`src/rtl/fetch_unit.sv`:
```
// Instruction fetch unit: one outstanding memory request, single-entry output
// register toward decode, redirect handling with a flush state, and a terminal HLT.
module fetch_unit #(
  parameter int DATA_W = 16
) (
  input  logic              clk,
  input  logic              rst_n,
  output logic              imem_req,
  output logic [15:0]       imem_addr,
  input  logic              imem_rdy,
  input  logic [DATA_W-1:0] imem_data,
  input  logic              stall,
  input  logic              redirect,
  input  logic [15:0]       redirect_pc,
  output logic [DATA_W-1:0] instr,
  output logic              instr_valid,
  output logic [15:0]       pc_plus2,
  output logic              halted
);

  typedef enum logic [1:0] {
    FETCH,
    VALID,
    FLUSH,
    HALT
  } state_t;

  localparam logic [3:0] OP_HLT = 4'b1111;

  state_t              state, state_nxt;
  logic                armed;
  logic [15:0]         pc, pc_nxt;
  logic [15:0]         flush_addr, flush_addr_nxt;
  logic [DATA_W-1:0]   instr_nxt;
  logic [15:0]         pc_plus2_nxt;

  function automatic logic [15:0] align_pc(input logic [15:0] a);
    return a & 16'hFFFE;
  endfunction

  // Everything is cleared by reset, including the instruction and pc_plus2
  // registers, so decode never sees stale values after a reset.
  always_ff @(posedge clk or negedge rst_n) begin
    if (!rst_n) begin
      state      <= FETCH;
      armed      <= 1'b0;
      pc         <= 16'h0000;
      flush_addr <= 16'h0000;
      instr      <= '0;
      pc_plus2   <= 16'h0000;
    end else begin
      state      <= state_nxt;
      armed      <= 1'b1;
      pc         <= pc_nxt;
      flush_addr <= flush_addr_nxt;
      instr      <= instr_nxt;
      pc_plus2   <= pc_plus2_nxt;
    end
  end

  always_comb begin
    state_nxt      = state;
    pc_nxt         = pc;
    flush_addr_nxt = flush_addr;
    instr_nxt      = instr;
    pc_plus2_nxt   = pc_plus2;
    imem_req       = 1'b0;
    imem_addr      = pc;
    instr_valid    = 1'b0;
    halted         = 1'b0;

    case (state)
      FETCH: begin
        // armed holds the first request back until the first edge after reset
        imem_req = armed;
        if (redirect) begin
          pc_nxt = align_pc(redirect_pc);
          if (armed && !imem_rdy) begin
            flush_addr_nxt = pc;
            state_nxt      = FLUSH;
          end else begin
            state_nxt = FETCH;
          end
        end else if (armed && imem_rdy) begin
          instr_nxt    = imem_data;
          pc_plus2_nxt = pc + 16'd2;
          pc_nxt       = pc + 16'd2;
          state_nxt    = VALID;
        end
      end

      VALID: begin
        instr_valid = 1'b1;
        if (redirect) begin
          pc_nxt    = align_pc(redirect_pc);
          state_nxt = FETCH;
        end else if (!stall) begin
          state_nxt = (instr[DATA_W-1 -: 4] == OP_HLT) ? HALT : FETCH;
        end
      end

      FLUSH: begin
        // keep the abandoned request alive with its original address; drop its data
        imem_req  = 1'b1;
        imem_addr = flush_addr;
        if (redirect) begin
          pc_nxt = align_pc(redirect_pc);
        end
        if (imem_rdy) begin
          state_nxt = FETCH;
        end
      end

      HALT: begin
        halted = 1'b1;
      end

      default: begin
        state_nxt = FETCH;
      end
    endcase
  end

endmodule

```
`config.mk`:
```
export PLATFORM = sky130hd
export DESIGN_NAME = fetch_unit
export DESIGN_NICKNAME = d
export VERILOG_FILES = /design/src/rtl/fetch_unit.sv
export SDC_FILE = /design/constraint.sdc
export NUM_CORES = 1
export LEC_CHECK = 0
export CORE_ASPECT_RATIO = 0.6
export CORE_MARGIN = 4
export CORE_UTILIZATION = 44
export CTS_CLUSTER_SIZE = 28
export DETAILED_ROUTE_END_ITERATION = 6
export PLACE_DENSITY = 0.84
export SLEW_MARGIN = 25
export SYNTH_ARGS = -nofsm -noshare
export SYNTH_HDL_FRONTEND = slang
export SYNTH_SLANG_ARGS = --single-unit
export TNS_END_PERCENT = 10
```
`constraint.sdc`:
```
create_clock -name clk -period 1.6 [get_ports clk]
set_clock_uncertainty 0.05 [all_clocks]
set_input_delay 0.24 -clock clk [delete_from_list [all_inputs] [get_ports clk]]
set_output_delay 0.24 -clock clk [all_outputs]
set_load 0.01 [all_outputs]
```
Word-level counts from Yosys, hierarchy flattened:

Index checks and enable logic that the tools add are counted.
Widths: inputs -> output; s select.

* add/sub/neg operators: 1
* equal/unequal tests: 8
* multiplexer cells: 16
* bitwise logic cells: 1
* reduce and logical (&&, ||, !) cells: 11

Operator list (count)
* $mux 16: 4
* $pmux 16 s2: 1
* $add 16x2->16 const B: 1
* $mux 2: 7
* $reduce_and 3->1: 3
* $ne 3x3->1 const B: 2
* $pmux 2 s3: 1
* $eq 2x2->1 const B: 2
* $eq 4x4->1 const B: 1
* $reduce_and 4->1: 1
* $reduce_bool 3->1: 1
* $eq 2x1->1 const B: 1
* $logic_and 1x1->1: 2
* $logic_not 2->1: 1
* $mux 1: 2
* $ne 2x1->1 const B: 1
* $ne 2x2->1 const B: 1
* $pmux 1 s2: 1
* $reduce_bool 2->1: 1
* $reduce_or 2->1: 1
* $logic_not 1->1: 1
* $not 1->1: 1

* flip-flop bits (word level): 67
* bits of input ports: 37
* output and inout port bits: 51

Logic depth before layout (Yosys ltp):

* depth in word-level cells: 5
* depth in mapped cells: 7

Least setup slack after synthesis:

No wires, ideal clock.

* kind: reg2out
* from: reg state[0]
* to: out imem_addr[10]
* arrival time: 1496 ps
* slack: -186 ps
* stages on the path, launching flop included: 6
* buffers on the path: 2
* cells stage by stage: dfrtp_1 inv_1 ha_1 buf_2 clkbuf_1 mux2_2

* word-level cells in the longest chain between the ends: 2

RTL lines
* start, declared: line 30 `state_t state, state_nxt;`
* start signal, assigned: line 52 `state <= state_nxt;`
* $eq 2x2->1: line 72 `case (state)`
* $mux 16: line 72
* end, declared: line 9 `output logic [15:0] imem_addr,`

Every way passes these cells.

Worst setup path in the final report:

* from: reg state[0]
* to: out imem_addr[12]

The elaborated chain is that of the path after synthesis.

==> results.rst <==
.. list-table::
   :header-rows: 1

   * - Metric
     - Value
   * - Congestion Overflow GR
     - 0
   * - CTS tree
     - built
   * - Endpoint class of the critical path
     - primary output
   * - Fmax
     - 0.546 GHz
   * - Unique cell type count in the Yosys netlist
     - 51
   * - Number of enable-type register cells in the synthesized netlist
     - 0
   * - Pin count of the biggest net entering global routing
     - 65
   * - Clock input transition at the sequential cells of the worst setup and hold paths
     - 0.06 ns
   * - Row count
     - 24
   * - Final min period
     - 1.83 ns
   * - Count of final hold-check violations
     - 0
   * - Die Footprint
     - 9080 µm²
   * - Worst IR Drop VDD
     - 0.00135 V
   * - Yosys top cell area share
     - 48.0%
   * - Cell with the most instances after synthesis
     - sky130_fd_sc_hd__dfrtp_1
   * - Aggregate negative setup slack
     - -8.67 ns
   * - Number of cells on the worst reg-to-reg path
     - 9
   * - Primary FF master, synth
     - sky130_fd_sc_hd__dfrtp_1
   * - Final WS setup
     - -0.230 ns
   * - Starting density of the core
     - 45.5%
   * - Share of synthesized registers carrying an async set or reset
     - 100%
   * - Number of buffers inserted by port buffering
     - 84
   * - First-pass DRT Iterations
     - 4
   * - Worst-skew pair later-pin latency
     - 0.34 ns
   * - # nets final
     - 453
   * - Final wirelength
     - 9540 µm
   * - Startpoint-to-endpoint class of the critical path
     - reg2out
   * - Slew Limit Fails
     - 0
   * - Top cells by count, synth
     - 64 x sky130_fd_sc_hd__dfrtp_1, 39 x sky130_fd_sc_hd__nand2_1, 26 x sky130_fd_sc_hd__mux2_2
   * - Setup repair after global routing missed its margin
     - yes
   * - Routability cong.
     - 0.831
   * - Total number of yosys warnings
     - 0
   * - Layout-stage area growth over the synthesis result
     - 54.0%
   * - Origin of the critical flop-to-flop path
     - state[1]
   * - Mean routed wirelength per cell
     - 18.3 µm
   * - Run status
     - complete, but fails checks
   * - Power density normalized to cell area
     - 2140 nW/µm²
   * - Height of the chip
     - 75.4 µm
   * - Number of global-route vias before repair
     - 2863
   * - Worst flop-to-flop path endpoint
     - pc[15]
   * - Total I/O pin count
     - 88
   * - Period utilisation layout
     - 114%
   * - Worst reg2reg setup slack
     - -0.20 ns
   * - Mean instance size in the synthesized netlist
     - 11.3 µm²
   * - Worst-path maximum fanout
     - 6
   * - Max Buffers Root-to-Sink
     - 2
   * - Residual antenna-violating net count after detailed routing
     - 0
   * - Worst endpoint data arrival time
     - 1.54 ns
   * - Number of vias per cell after detailed routing
     - 5.30
   * - Total number of clock tree sinks
     - 64
   * - Violated checks
     - setup timing
   * - Leak pwr
     - 2.24 nW
   * - Cell types occupying the most area after synthesis
     - sky130_fd_sc_hd__dfrtp_1 48%, sky130_fd_sc_hd__mux2_2 8.8%, sky130_fd_sc_hd__mux2_1 5.7%
   * - Depth of the CTS H-tree
     - 3
   * - Via count
     - 2755
   * - Fraction of the yosys area taken by sequential cells
     - 48.0%
   * - Worst setup SP type
     - register
   * - Count of inserted antenna diode cells
     - 0
   * - Final setup fails
     - 78
   * - Core footprint
     - 7330 µm²
   * - Synth Cell Area
     - 3330 µm²
   * - Dominant cell type by area after synthesis
     - sky130_fd_sc_hd__dfrtp_1
   * - Combined global-route utilization of all metal layers
     - 22.4%
   * - Chip width
     - 120 µm
   * - Required arrival time at the worst endpoint
     - 1.31 ns
   * - Share of layout cells above drive strength 1
     - 36.8%
   * - Number of max-cap violations
     - 0
   * - Clock Tree Root
     - sky130_fd_sc_hd__clkbuf_16
   * - Number of DRC markers in iteration 0
     - 170
   * - TritonCTS buffer count
     - 9
   * - Hold/Removal Path Class
     - in2async
   * - Initial antenna violation count
     - 0
   * - Total of flip-flops plus latches after synthesis
     - 64
   * - Placed wire-length estimate
     - 6370 µm
   * - DRC errors left
     - 0
   * - Wire length of the first global-routing pass
     - 15300 µm
   * - Gate Count Post-Synth
     - 295
   * - Hold Slack
     - 0.412 ns
-- cell type report --
type	instances	area [µm²]
fillers	542	2190
multi-input cells	202	1780
flip-flops and latches	64	1600
repair buffers	129	1330
clock buffers	11	243
well taps	104	130
clock inverters	5	32.5
inverters	5	21.3
-- per-stage QoR --
stage	utilization (%)	setup slack [ns]	total power [mW]	area, µm²	cells
floorplan	-	-0.00268	5.76	3390	296
global placement	61.8	-0.264	8.12	4530	495
detailed placement	61.8	-0.302	8.32	4530	495
CTS	68.8	-0.323	10.7	5040	519
global route	70.1	-0.300	11.6	5130	520
finish	70.1	-0.230	11.0	5130	520
-- power by group --
group	internal [mW]	total (mW)	switching, mW
logic	3.44	6.00	2.56
registers	2.41	3.16	0.747
clock network	1.08	1.81	0.726
-- cell usage in the layout (no fill, tap or decap), types with 4 or more instances in the layout --
cell type,Yosys,final
sky130_fd_sc_hd__xnor2_1,5,4
sky130_fd_sc_hd__buf_6,2,18
sky130_fd_sc_hd__dfrtp_1,64,63
sky130_fd_sc_hd__a21oi_1,9,6
sky130_fd_sc_hd__a21oi_2,2,5
sky130_fd_sc_hd__a2bb2oi_2,3,5
sky130_fd_sc_hd__o22ai_2,1,6
sky130_fd_sc_hd__clkbuf_16,0,11
sky130_fd_sc_hd__clkdlybuf4s50_1,0,65
sky130_fd_sc_hd__nor2_1,5,5
sky130_fd_sc_hd__buf_12,0,6
sky130_fd_sc_hd__o21ai_1,8,10
sky130_fd_sc_hd__buf_4,5,28
sky130_fd_sc_hd__nand3_1,4,4
sky130_fd_sc_hd__mux2_4,0,15
sky130_fd_sc_hd__xor2_1,8,8
sky130_fd_sc_hd__o21ai_0,18,12
sky130_fd_sc_hd__buf_2,14,5
sky130_fd_sc_hd__a2bb2oi_1,8,6
sky130_fd_sc_hd__o21ai_2,1,4
sky130_fd_sc_hd__nand2_1,39,36
sky130_fd_sc_hd__mux2_2,26,13
sky130_fd_sc_hd__mux2_1,17,15
-- layer usage --
metal / vias up / share of wire (%) / track usage [%]
met2: 89 / 43 / 34.5
met1: 1361 / 48 / 29.9
li1: 1286 / - / -
met4: 0 / 1.5 / 6.28
met5: - / 0 / 0
met3: 19 / 7.2 / 8.75
-- kinds of logic after synthesis --
logic type      Yosys count  synth area share (%)
flops                    64                  48.0
compound gates           67                  13.6
simple gates             70                  13.1
other cells               2                 0.225
mux                      44                  14.8
xor+xnor                 13                  3.41
fa+ha+maj                 5                  1.88
buf+inv                  30                  4.92
-- worst max-delay path by stage --
stage,from,end,slack (ns),cells after the start
3_5_place_dp,state[0],imem_addr[2],-0.30,5
2_1_floorplan,state[1],pc[9],-0.003,6
6_report,state[0],imem_addr[12],-0.23,5
3_3_place_gp,state[0],imem_addr[12],-0.26,5
4_1_cts,state[1],imem_addr[2],-0.32,5
5_1_grt,state[0],imem_addr[6],-0.30,5
-- flip-flops by register name, indices dropped and copies added, names as in the netlist --
name and count:
pc_plus2 15, state 2, armed 1, pc 15, instr 16, flush_addr 15
-- repair_timing --
item,in CTS,in global routing
setup buffers,6,2
endpoints found under the setup margin,79,80
cloned,2,2
resized for setup,120,29
endpoints found under the hold margin,64,0
pin swaps,9,7
hold buffers,1,0
-- critical path, stage by stage (launching register included) --
cell and delay (ns):
sky130_fd_sc_hd__dfrtp_1 0.38, sky130_fd_sc_hd__inv_2 0.08, sky130_fd_sc_hd__ha_4 0.18, sky130_fd_sc_hd__buf_8 0.14, sky130_fd_sc_hd__mux2_4 0.30, sky130_fd_sc_hd__buf_6 0.12
(Power assumes the default switching activity.)
